## config.mk

```make
export PLATFORM = sky130hd
export DESIGN_NAME = mips_cpu_muldiv
export DESIGN_NICKNAME = d
export VERILOG_FILES = /design/src/rtl/mips_cpu_muldiv.sv
export SDC_FILE = /design/constraint.sdc
export NUM_CORES = 1
export LEC_CHECK = 0
export BUFFER_PORTS_ARGS = -buffer_cell sky130_fd_sc_hd__buf_2
export CORE_MARGIN = 2
export CORE_UTILIZATION = 40
export CTS_CLUSTER_SIZE = 12
export DETAILED_ROUTE_END_ITERATION = 10
export PLACE_DENSITY = 0.62
export SLEW_MARGIN = 10
export SYNTH_ARGS = -nofsm -noshare
export SYNTH_HDL_FRONTEND = slang
export SYNTH_SLANG_ARGS = --single-unit
```

## constraint.sdc

```tcl
create_clock -name clk -period 8.1 [get_ports clk]
set_input_delay 0.405 -clock clk [delete_from_list [all_inputs] [get_ports clk]]
set_output_delay 0.405 -clock clk [all_outputs]
set_load 0.005 [all_outputs]
```

## src/rtl/mips_cpu_muldiv.sv

```systemverilog
// Multi-cycle HI/LO unit: serial shift-add multiply, restoring divide, MTHI/MTLO.
// Optional MULDIV_FAST_MULT_EN: single-cycle 64-bit multiplier for MULT/MULTU.
module mips_cpu_muldiv #(
  parameter int unsigned XLEN  = 32,
  parameter int unsigned ITERS = 32
) (
  input  logic            clk,
  input  logic            reset_n,
  input  logic [2:0]      op,
  input  logic            write,
  input  logic            mt_lo,
  input  logic [XLEN-1:0] a,
  input  logic [XLEN-1:0] b,
  output logic [XLEN-1:0] hi,
  output logic [XLEN-1:0] lo,
  output logic            busy,
  output logic            done
);

  localparam int unsigned    CntW    = $clog2(ITERS);
  localparam logic [CntW-1:0] CntLast = CntW'(ITERS - 1);

  localparam logic [2:0] OpMult  = 3'b001;
  localparam logic [2:0] OpMultu = 3'b010;
  localparam logic [2:0] OpDiv   = 3'b011;
  localparam logic [2:0] OpDivu  = 3'b100;
  localparam logic [2:0] OpMtx   = 3'b101;

  typedef enum logic [1:0] {StIdle, StRun, StFix} state_e;

  state_e state_q, state_d;

  logic [XLEN-1:0]   ma_q, ma_d, mb_q, mb_d;
  logic [2*XLEN-1:0] p_q, p_d;
  logic [CntW-1:0]   cnt_q, cnt_d;
  logic              is_div_q, is_div_d;
  logic              neg_q, neg_d;
  logic              sa_q, sa_d;
  logic [XLEN-1:0]   hi_q, hi_d, lo_q, lo_d;
  logic              done_q, done_d;

  logic              is_mul_op, is_div_op, signed_op, issue;
  logic              in_sa, in_sb;
  logic [XLEN-1:0]   mag_a, mag_b;
  logic [XLEN:0]     mul_sum;
  logic [2*XLEN-1:0] mul_step;
  logic [XLEN:0]     rem_sh;
  logic [XLEN+1:0]   div_diff;
  logic              borrow;
  logic [2*XLEN-1:0] div_step;
  logic [2*XLEN-1:0] prod, prod_fix;
  logic [XLEN-1:0]   quo, rem;
  logic              unused_bits;

  assign is_mul_op = (op == OpMult) || (op == OpMultu);
  assign is_div_op = (op == OpDiv) || (op == OpDivu);
  assign signed_op = (op == OpMult) || (op == OpDiv);
  assign issue     = (state_q == StIdle) && write && (is_mul_op || is_div_op);

  assign in_sa = signed_op & a[XLEN-1];
  assign in_sb = signed_op & b[XLEN-1];
  assign mag_a = in_sa ? -a : a;
  assign mag_b = in_sb ? -b : b;

  // Multiply: upper half accumulates, lower half shifts the multiplier out.
  assign mul_sum  = {1'b0, p_q[2*XLEN-1:XLEN]} + {1'b0, (p_q[0] ? ma_q : '0)};
  assign mul_step = {mul_sum, p_q[XLEN-1:1]};

  // Divide: upper half is the partial remainder, lower half collects quotient bits.
  assign rem_sh   = p_q[2*XLEN-1:XLEN-1];
  assign div_diff = {1'b0, rem_sh} - {2'b00, mb_q};
  assign borrow   = div_diff[XLEN+1];
  assign div_step = {(borrow ? rem_sh[XLEN-1:0] : div_diff[XLEN-1:0]), p_q[XLEN-2:0], ~borrow};

  assign unused_bits = ^{rem_sh[XLEN], div_diff[XLEN]};

`ifdef MULDIV_FAST_MULT_EN
  assign prod = {{XLEN{1'b0}}, ma_q} * {{XLEN{1'b0}}, mb_q};
`else
  assign prod = p_q;
`endif
  assign prod_fix = neg_q ? -prod : prod;
  assign quo      = p_q[XLEN-1:0];
  assign rem      = p_q[2*XLEN-1:XLEN];

  always_ff @(posedge clk or negedge reset_n) begin
    if (!reset_n) begin
      state_q <= StIdle;
    end else begin
      state_q <= state_d;
    end
  end

  always_comb begin
    state_d = state_q;
    unique case (state_q)
      StIdle: begin
        if (issue) begin
`ifdef MULDIV_FAST_MULT_EN
          state_d = is_mul_op ? StFix : StRun;
`else
          state_d = StRun;
`endif
        end
      end
      StRun:   if (cnt_q == CntLast) state_d = StFix;
      StFix:   state_d = StIdle;
      default: state_d = StIdle;
    endcase
  end

  always_comb begin
    busy = (state_q != StIdle);
    hi   = hi_q;
    lo   = lo_q;
    done = done_q;
  end

  always_comb begin
    ma_d     = ma_q;
    mb_d     = mb_q;
    p_d      = p_q;
    cnt_d    = cnt_q;
    is_div_d = is_div_q;
    neg_d    = neg_q;
    sa_d     = sa_q;
    hi_d     = hi_q;
    lo_d     = lo_q;
    done_d   = 1'b0;
    unique case (state_q)
      StIdle: begin
        if (issue) begin
          ma_d     = mag_a;
          mb_d     = mag_b;
          p_d      = {{XLEN{1'b0}}, (is_div_op ? mag_a : mag_b)};
          cnt_d    = '0;
          is_div_d = is_div_op;
          neg_d    = in_sa ^ in_sb;
          sa_d     = in_sa;
        end else if (write && (op == OpMtx)) begin
          if (mt_lo) lo_d = a;
          else       hi_d = a;
        end
      end
      StRun: begin
        cnt_d = cnt_q + 1'b1;
        p_d   = is_div_q ? div_step : mul_step;
      end
      StFix: begin
        done_d = 1'b1;
        if (is_div_q) begin
          lo_d = neg_q ? -quo : quo;
          hi_d = sa_q ? -rem : rem;
        end else begin
          {hi_d, lo_d} = prod_fix;
        end
      end
      default: ;
    endcase
  end

  always_ff @(posedge clk or negedge reset_n) begin
    if (!reset_n) begin
      ma_q     <= '0;
      mb_q     <= '0;
      p_q      <= '0;
      cnt_q    <= '0;
      is_div_q <= 1'b0;
      neg_q    <= 1'b0;
      sa_q     <= 1'b0;
      hi_q     <= '0;
      lo_q     <= '0;
      done_q   <= 1'b0;
    end else begin
      ma_q     <= ma_d;
      mb_q     <= mb_d;
      p_q      <= p_d;
      cnt_q    <= cnt_d;
      is_div_q <= is_div_d;
      neg_q    <= neg_d;
      sa_q     <= sa_d;
      hi_q     <= hi_d;
      lo_q     <= lo_d;
      done_q   <= done_d;
    end
  end

endmodule
```

Word-level counts from Yosys, hierarchy flattened
Cells that the tools add are included.
{"block": "classes", "n_bitwise": 4, "reduce_logical": 16, "addsub": 8, "mux": 27, "n_eq_ne": 14}
{"cell": "$mux 32", "count": 15}
{"cell": "$mux 64", "count": 3}
{"cell": "$neg 32->32", "count": 4}
{"cell": "$pmux 32 s2", "count": 2}
{"cell": "$pmux 64 s2", "count": 1}
{"cell": "$neg 64->64", "count": 1}
{"cell": "$sub 33x32->34", "count": 1}
{"cell": "$add 32x32->33", "count": 1}
{"cell": "$ne 2x2->1 const B", "count": 5}
{"cell": "$pmux 5 s2", "count": 1}
{"cell": "$reduce_and 4->1", "count": 2}
{"cell": "$eq 3x2->1 const B", "count": 2}
{"cell": "$eq 3x3->1 const B", "count": 2}
{"cell": "$reduce_and 2->1", "count": 3}
{"cell": "$reduce_bool 2->1", "count": 3}
{"cell": "$add 5x1->5 const B", "count": 1}
{"cell": "$eq 5x5->1 const B", "count": 1}
{"cell": "$mux 5", "count": 1}
{"cell": "$logic_or 1x1->1", "count": 4}
{"cell": "$mux 2", "count": 2}
{"cell": "$pmux 2 s2", "count": 1}
{"cell": "$eq 3x1->1 const B", "count": 1}
{"cell": "$logic_and 1x1->1", "count": 3}
{"cell": "$and 1x1->1", "count": 2}
{"cell": "other kinds (7)", "count": 7}
{"block": "totals", "elab_cells": 80, "inputBits": 71, "output_inout_bits": 66, "regBits": 203}

Logic depth before layout (Yosys ltp)
{"block": "depth", "depth_word": 7, "mapped_depth": 15, "mapped_depth_nobuf": 13}

Worst setup path after synthesis
OpenSTA, ideal clock, no wires.
{"block": "synth_path", "kind": "reg2reg", "start": "register p_q[0]", "end": "register p_q[56]", "required_ns": 7.958, "arrival_ns": 3.222, "n_path_buf": 2, "period_less_slack_ns": 3.364, "path_slack_ns": 4.736, "path_stages_with_launch": 15, "setup_time_ns": 0.142, "cell_sequence": "dfrtp_1 -> clkbuf_1 -> clkbuf_1 -> nand2_1 -> inv_1 -> ha_1 -> a211o_1 -> a211oi_2 -> nor4_1 -> or4_4 -> a31oi_4 -> nor2_1 -> a311o_1 -> xnor2_1 -> o221ai_1"}
{"block": "synth_via", "elab_chain_cells": 4}
{"element": "start, declared", "line_no": "34", "text": "logic [2*XLEN-1:0] p_q, p_d;"}
{"element": "start signal, assigned", "line_no": "177", "text": "p_q <= p_d;"}
{"element": "$mux 32", "line_no": "66", "text": "assign mul_sum = {1'b0, p_q[2*XLEN-1:XLEN]} + {1'b0, (p_q[0] ? ma_q : '0)};"}
{"element": "$add 32x32->33", "line_no": "66"}
{"element": "$mux 64", "line_no": "147", "text": "p_d = is_div_q ? div_step : mul_step;"}
{"element": "$pmux 64 s2", "line_no": "130", "text": "unique case (state_q)"}
No other way between the ends.
A chain may end at the register's enable or synchronous reset.

Worst setup path after layout
{"block": "layout_path", "start": "register p_q[0]", "end": "register p_q[63]"}
The elaborated chain is that of the path after synthesis.

==> results_tabular.tex <==
\begin{tabular}{lr}
\hline
Metric & Value \\
\hline
\multicolumn{2}{l}{\textbf{Yosys}} \\
Ys async rst share & 100\% \\
Mean instance size in the synthesized netlist & 8.02 sq um \\
Post-Syn Nets & 2,124 \\
Synth Instances & 1,981 \\
Register area share after synthesis & 32.0\% \\
Yosys warning count & 0 \\
Synth unique cells & 88 \\
Number of synthesized flops with an enable pin & 0 \\
Number of synthesized register bits & 203 \\
Total standard cell area after synthesis & 15,900 sq um \\
Post-synth top flop & sky130\_fd\_sc\_hd\_\_dfrtp\_1 \\
\multicolumn{2}{l}{\textbf{Clock network}} \\
Count of hold-fix buffers inserted at cts & 1 \\
CTS-repair resized insts & 0 \\
TritonCTS clock tree & yes \\
Worst skew pair latency & 550 ps \\
CTS sink cnt & 203 \\
Number of setup buffers added after CTS & 0 \\
CTS Buf Count & 25 \\
Root buffer cell & sky130\_fd\_sc\_hd\_\_clkbuf\_16 \\
Clock H-tree levels & 1 \\
Clock transition at the register clock pins on the worst setup and hold paths after CTS & 60 ps \\
Number of buffers between clock root and the deepest sink & 3 \\
\multicolumn{2}{l}{\textbf{Timing}} \\
Achievable clock frequency & 242 MHz \\
Final slew viol count & 0 \\
Worst clock skew & 10.5 ps \\
Remaining max-slew budget at the tightest pin & 23.5\% \\
Slew @ Worst Pin & 1150 ps \\
Final TNS setup & 0 ps \\
Final Critical Period & 4130 ps \\
Unrepaired setup endpoints after global routing & false \\
Fin crit share & 51.0\% \\
Worst hold margin & 168 ps \\
Final hold violations & 0 \\
Setup violations, final & 0 \\
\multicolumn{2}{l}{\textbf{Global routing}} \\
Pin count of the biggest net entering global routing & 92 \\
Number of global-route vias before repair & 15,000 \\
Wire length of the first global-routing pass & 87.6 mm \\
Final global-route overflow total & 0 \\
GRT Util Overall & 27.1\% \\
Initial antenna violation count & 1 \\
\multicolumn{2}{l}{\textbf{Setup path}} \\
Endpoint class of the critical path & flip-flop \\
Kind of critical path & flip-flop to flip-flop \\
Data arrival at the endpoint of the critical path & 4600 ps \\
WP data required & 8570 ps \\
Type of origin of the critical path & flip-flop \\
Critical Path Fanout Max & 38 \\
\multicolumn{2}{l}{\textbf{Placement}} \\
Count of input and output buffers & 136 \\
Detailed placer's ending HPWL & 43.3 mm \\
RePlAce Congestion & 0.909 \\
\multicolumn{2}{l}{\textbf{Floorplan}} \\
Total Die Area & 41,300 sq um \\
I/O pin count & 137 \\
Die Y-Extent & 203 um \\
Cell row count & 73 \\
Starting density of the core & 40.3\% \\
Die W & 203 um \\
Placeable core area & 39,500 sq um \\
\multicolumn{2}{l}{\textbf{Detailed routing}} \\
Total length of routed wires & 56.6 mm \\
Number of iterations in the first detailed-routing pass & 5 \\
Total via count in the routed design & 15,200 \\
Post-DR vias/cell & 5.90 \\
Post-detailed-route count of antenna-violating nets & 0 \\
WL/cell & 21.9 um \\
DR DRC count & 0 \\
Iteration-0 DRC Markers & 1,343 \\
\multicolumn{2}{l}{\textbf{Run}} \\
Number of maximum-capacitance constraint violations & 0 \\
\multicolumn{2}{l}{\textbf{Layout}} \\
Most common cell after layout, fill and taps aside & sky130\_fd\_sc\_hd\_\_nand2\_1 \\
Count of fill cells added during filler insertion & 4,000 \\
Antenna diode count & 0 \\
Commonest non-fill, non-tap cells in the layout & sky130\_fd\_sc\_hd\_\_nand2\_1 (265), sky130\_fd\_sc\_hd\_\_o21ai\_0 (212), sky130\_fd\_sc\_hd\_\_dfrtp\_1 (202) \\
Share of post-route cells with drive strength above 1 & 11.9\% \\
Final net count & 2,183 \\
Area overhead of the layout relative to synthesis & 12.2\% \\
\multicolumn{2}{l}{\textbf{Outcome}} \\
Outcome & completed \\
\multicolumn{2}{l}{\textbf{Power}} \\
P\_leak & 7.64 nW \\
Peak VDD IR & 0.000291 V \\
Power density relative to cell area & 481 nW/um\^{}2 \\
\multicolumn{2}{l}{\textbf{Hold path}} \\
Class of the worst hold path & primary input to flip-flop \\
\hline
\end{tabular}
==> cells in the mapped netlist, types with 23 or more instances <==
cell type / n / area [sq um]
sky130_fd_sc_hd__nor3_1: 36 / 180
sky130_fd_sc_hd__and2_1: 43 / 269
sky130_fd_sc_hd__nand2_1: 265 / 995
sky130_fd_sc_hd__inv_1: 69 / 259
sky130_fd_sc_hd__dfrtp_1: 203 / 5080
sky130_fd_sc_hd__nor2_1: 127 / 477
sky130_fd_sc_hd__xnor2_1: 89 / 780
sky130_fd_sc_hd__ha_1: 70 / 876
sky130_fd_sc_hd__o21ai_0: 213 / 1070
sky130_fd_sc_hd__a21oi_1: 137 / 686
sky130_fd_sc_hd__a22oi_1: 23 / 173
sky130_fd_sc_hd__xor2_1: 81 / 709
sky130_fd_sc_hd__o31ai_1: 32 / 240
sky130_fd_sc_hd__a21o_1: 27 / 203
sky130_fd_sc_hd__nand3_1: 47 / 235
sky130_fd_sc_hd__clkbuf_1: 102 / 383
sky130_fd_sc_hd__mux2i_1: 40 / 400
sky130_fd_sc_hd__a211oi_1: 28 / 210
==> kinds of logic (layout without fill, tap and decap cells) <==
| logic type | count (synthesis) | count (layout) | share of synthesized area [%] |
|---|---|---|---|
| AOI/OAI and AO/OA | 633 | 633 | 25.4 |
| xor gates and xnor gates | 170 | 170 | 9.37 |
| adders and majority gates | 72 | 72 | 5.76 |
| buffers and inverters | 195 | 273 | 4.73 |
| DFF | 203 | 203 | 32.0 |
| muxes | 42 | 42 | 2.66 |
| and+or+nand+nor | 666 | 666 | 20.1 |
==> worst max-delay path: stages (launching register included) <==
cell and delay, ps:
sky130_fd_sc_hd__dfrtp_1 1030, sky130_fd_sc_hd__and2_1 240, sky130_fd_sc_hd__ha_1 180, sky130_fd_sc_hd__inv_1 60, sky130_fd_sc_hd__fa_1 380, sky130_fd_sc_hd__nand2b_1 180
sky130_fd_sc_hd__a21oi_1 230, sky130_fd_sc_hd__o31ai_1 150, sky130_fd_sc_hd__a211oi_1 490, sky130_fd_sc_hd__o21ai_0 270, sky130_fd_sc_hd__a21oi_1 330, sky130_fd_sc_hd__o21bai_1 100
sky130_fd_sc_hd__a31o_2 270, sky130_fd_sc_hd__a21oi_1 120
==> per-stage QoR <==
| stage | cell area [sq um] | setup slack (ps) | std cells | util (%) | total power (W) |
|---|---|---|---|---|---|
| after CTS | 17800 | 4020 | 2584 | 45.2 | 0.00853 |
| after global placement | 16900 | 4090 | 2537 | 43.0 | 0.00722 |
| final | 17800 | 3970 | 2584 | 45.2 | 0.00857 |
| after global routing | 17800 | 3690 | 2584 | 45.2 | 0.00925 |
| after floorplan | 15900 | 4740 | 1981 | - | 0.00575 |
| after detailed placement | 16900 | 4030 | 2537 | 43.0 | 0.00728 |
==> report_power, final <==
group | switching (W) | internal, W | total (W)
logic | 0.00304 | 0.00214 | 0.00518
registers | 0.000678 | 0.00150 | 0.00218
clock network | 0.000476 | 0.000739 | 0.00121
total | 0.00419 | 0.00438 | 0.00857
==> layout make-up <==
class                   instances  area (sq um)  share of cell area, %
multi-input cells            1583         10100                   56.7
flip-flops and latches        203          5080                   28.5
repair buffers                157           850                   4.76
well taps                     525           657                   3.68
clock buffers                  34           709                   3.98
clock inverters                12           164                  0.919
inverters                      70           263                   1.47
==> routing by layer <==
metal	up-vias	track usage [%]	part of all wire, %
li1	7245	-	-
met1	7359	37.1	45
met2	498	42.7	45
met3	130	3.24	5.1
met4	2	13.0	5.4
met5	-	0	0.023
==> registers in the layout, summed over array words and instances, names as in the netlist <==
register  count
neg_q         1
cnt_q         5
p_q          64
state_q       2
hi           32
mb_q         32
sa_q          1
done          1
lo           32
is_div_q      1
ma_q         32
==> final timing paths <==
check	startpoint	to	slack (ps)	depth (start not counted)
max	p_q[0]	p_q[63]	3970	13
min	b[1]	mb_q[1]	170	3
max reg2reg	p_q[0]	p_q[63]	3970	13
min reg2reg	ma_q[0]	ma_q[0]	480	2
max in group asynchronous	reset_n	is_div_q	6280	3
min in group asynchronous	reset_n	lo[27]	380	2
Note: power is estimated with default switching activity, not from simulation.
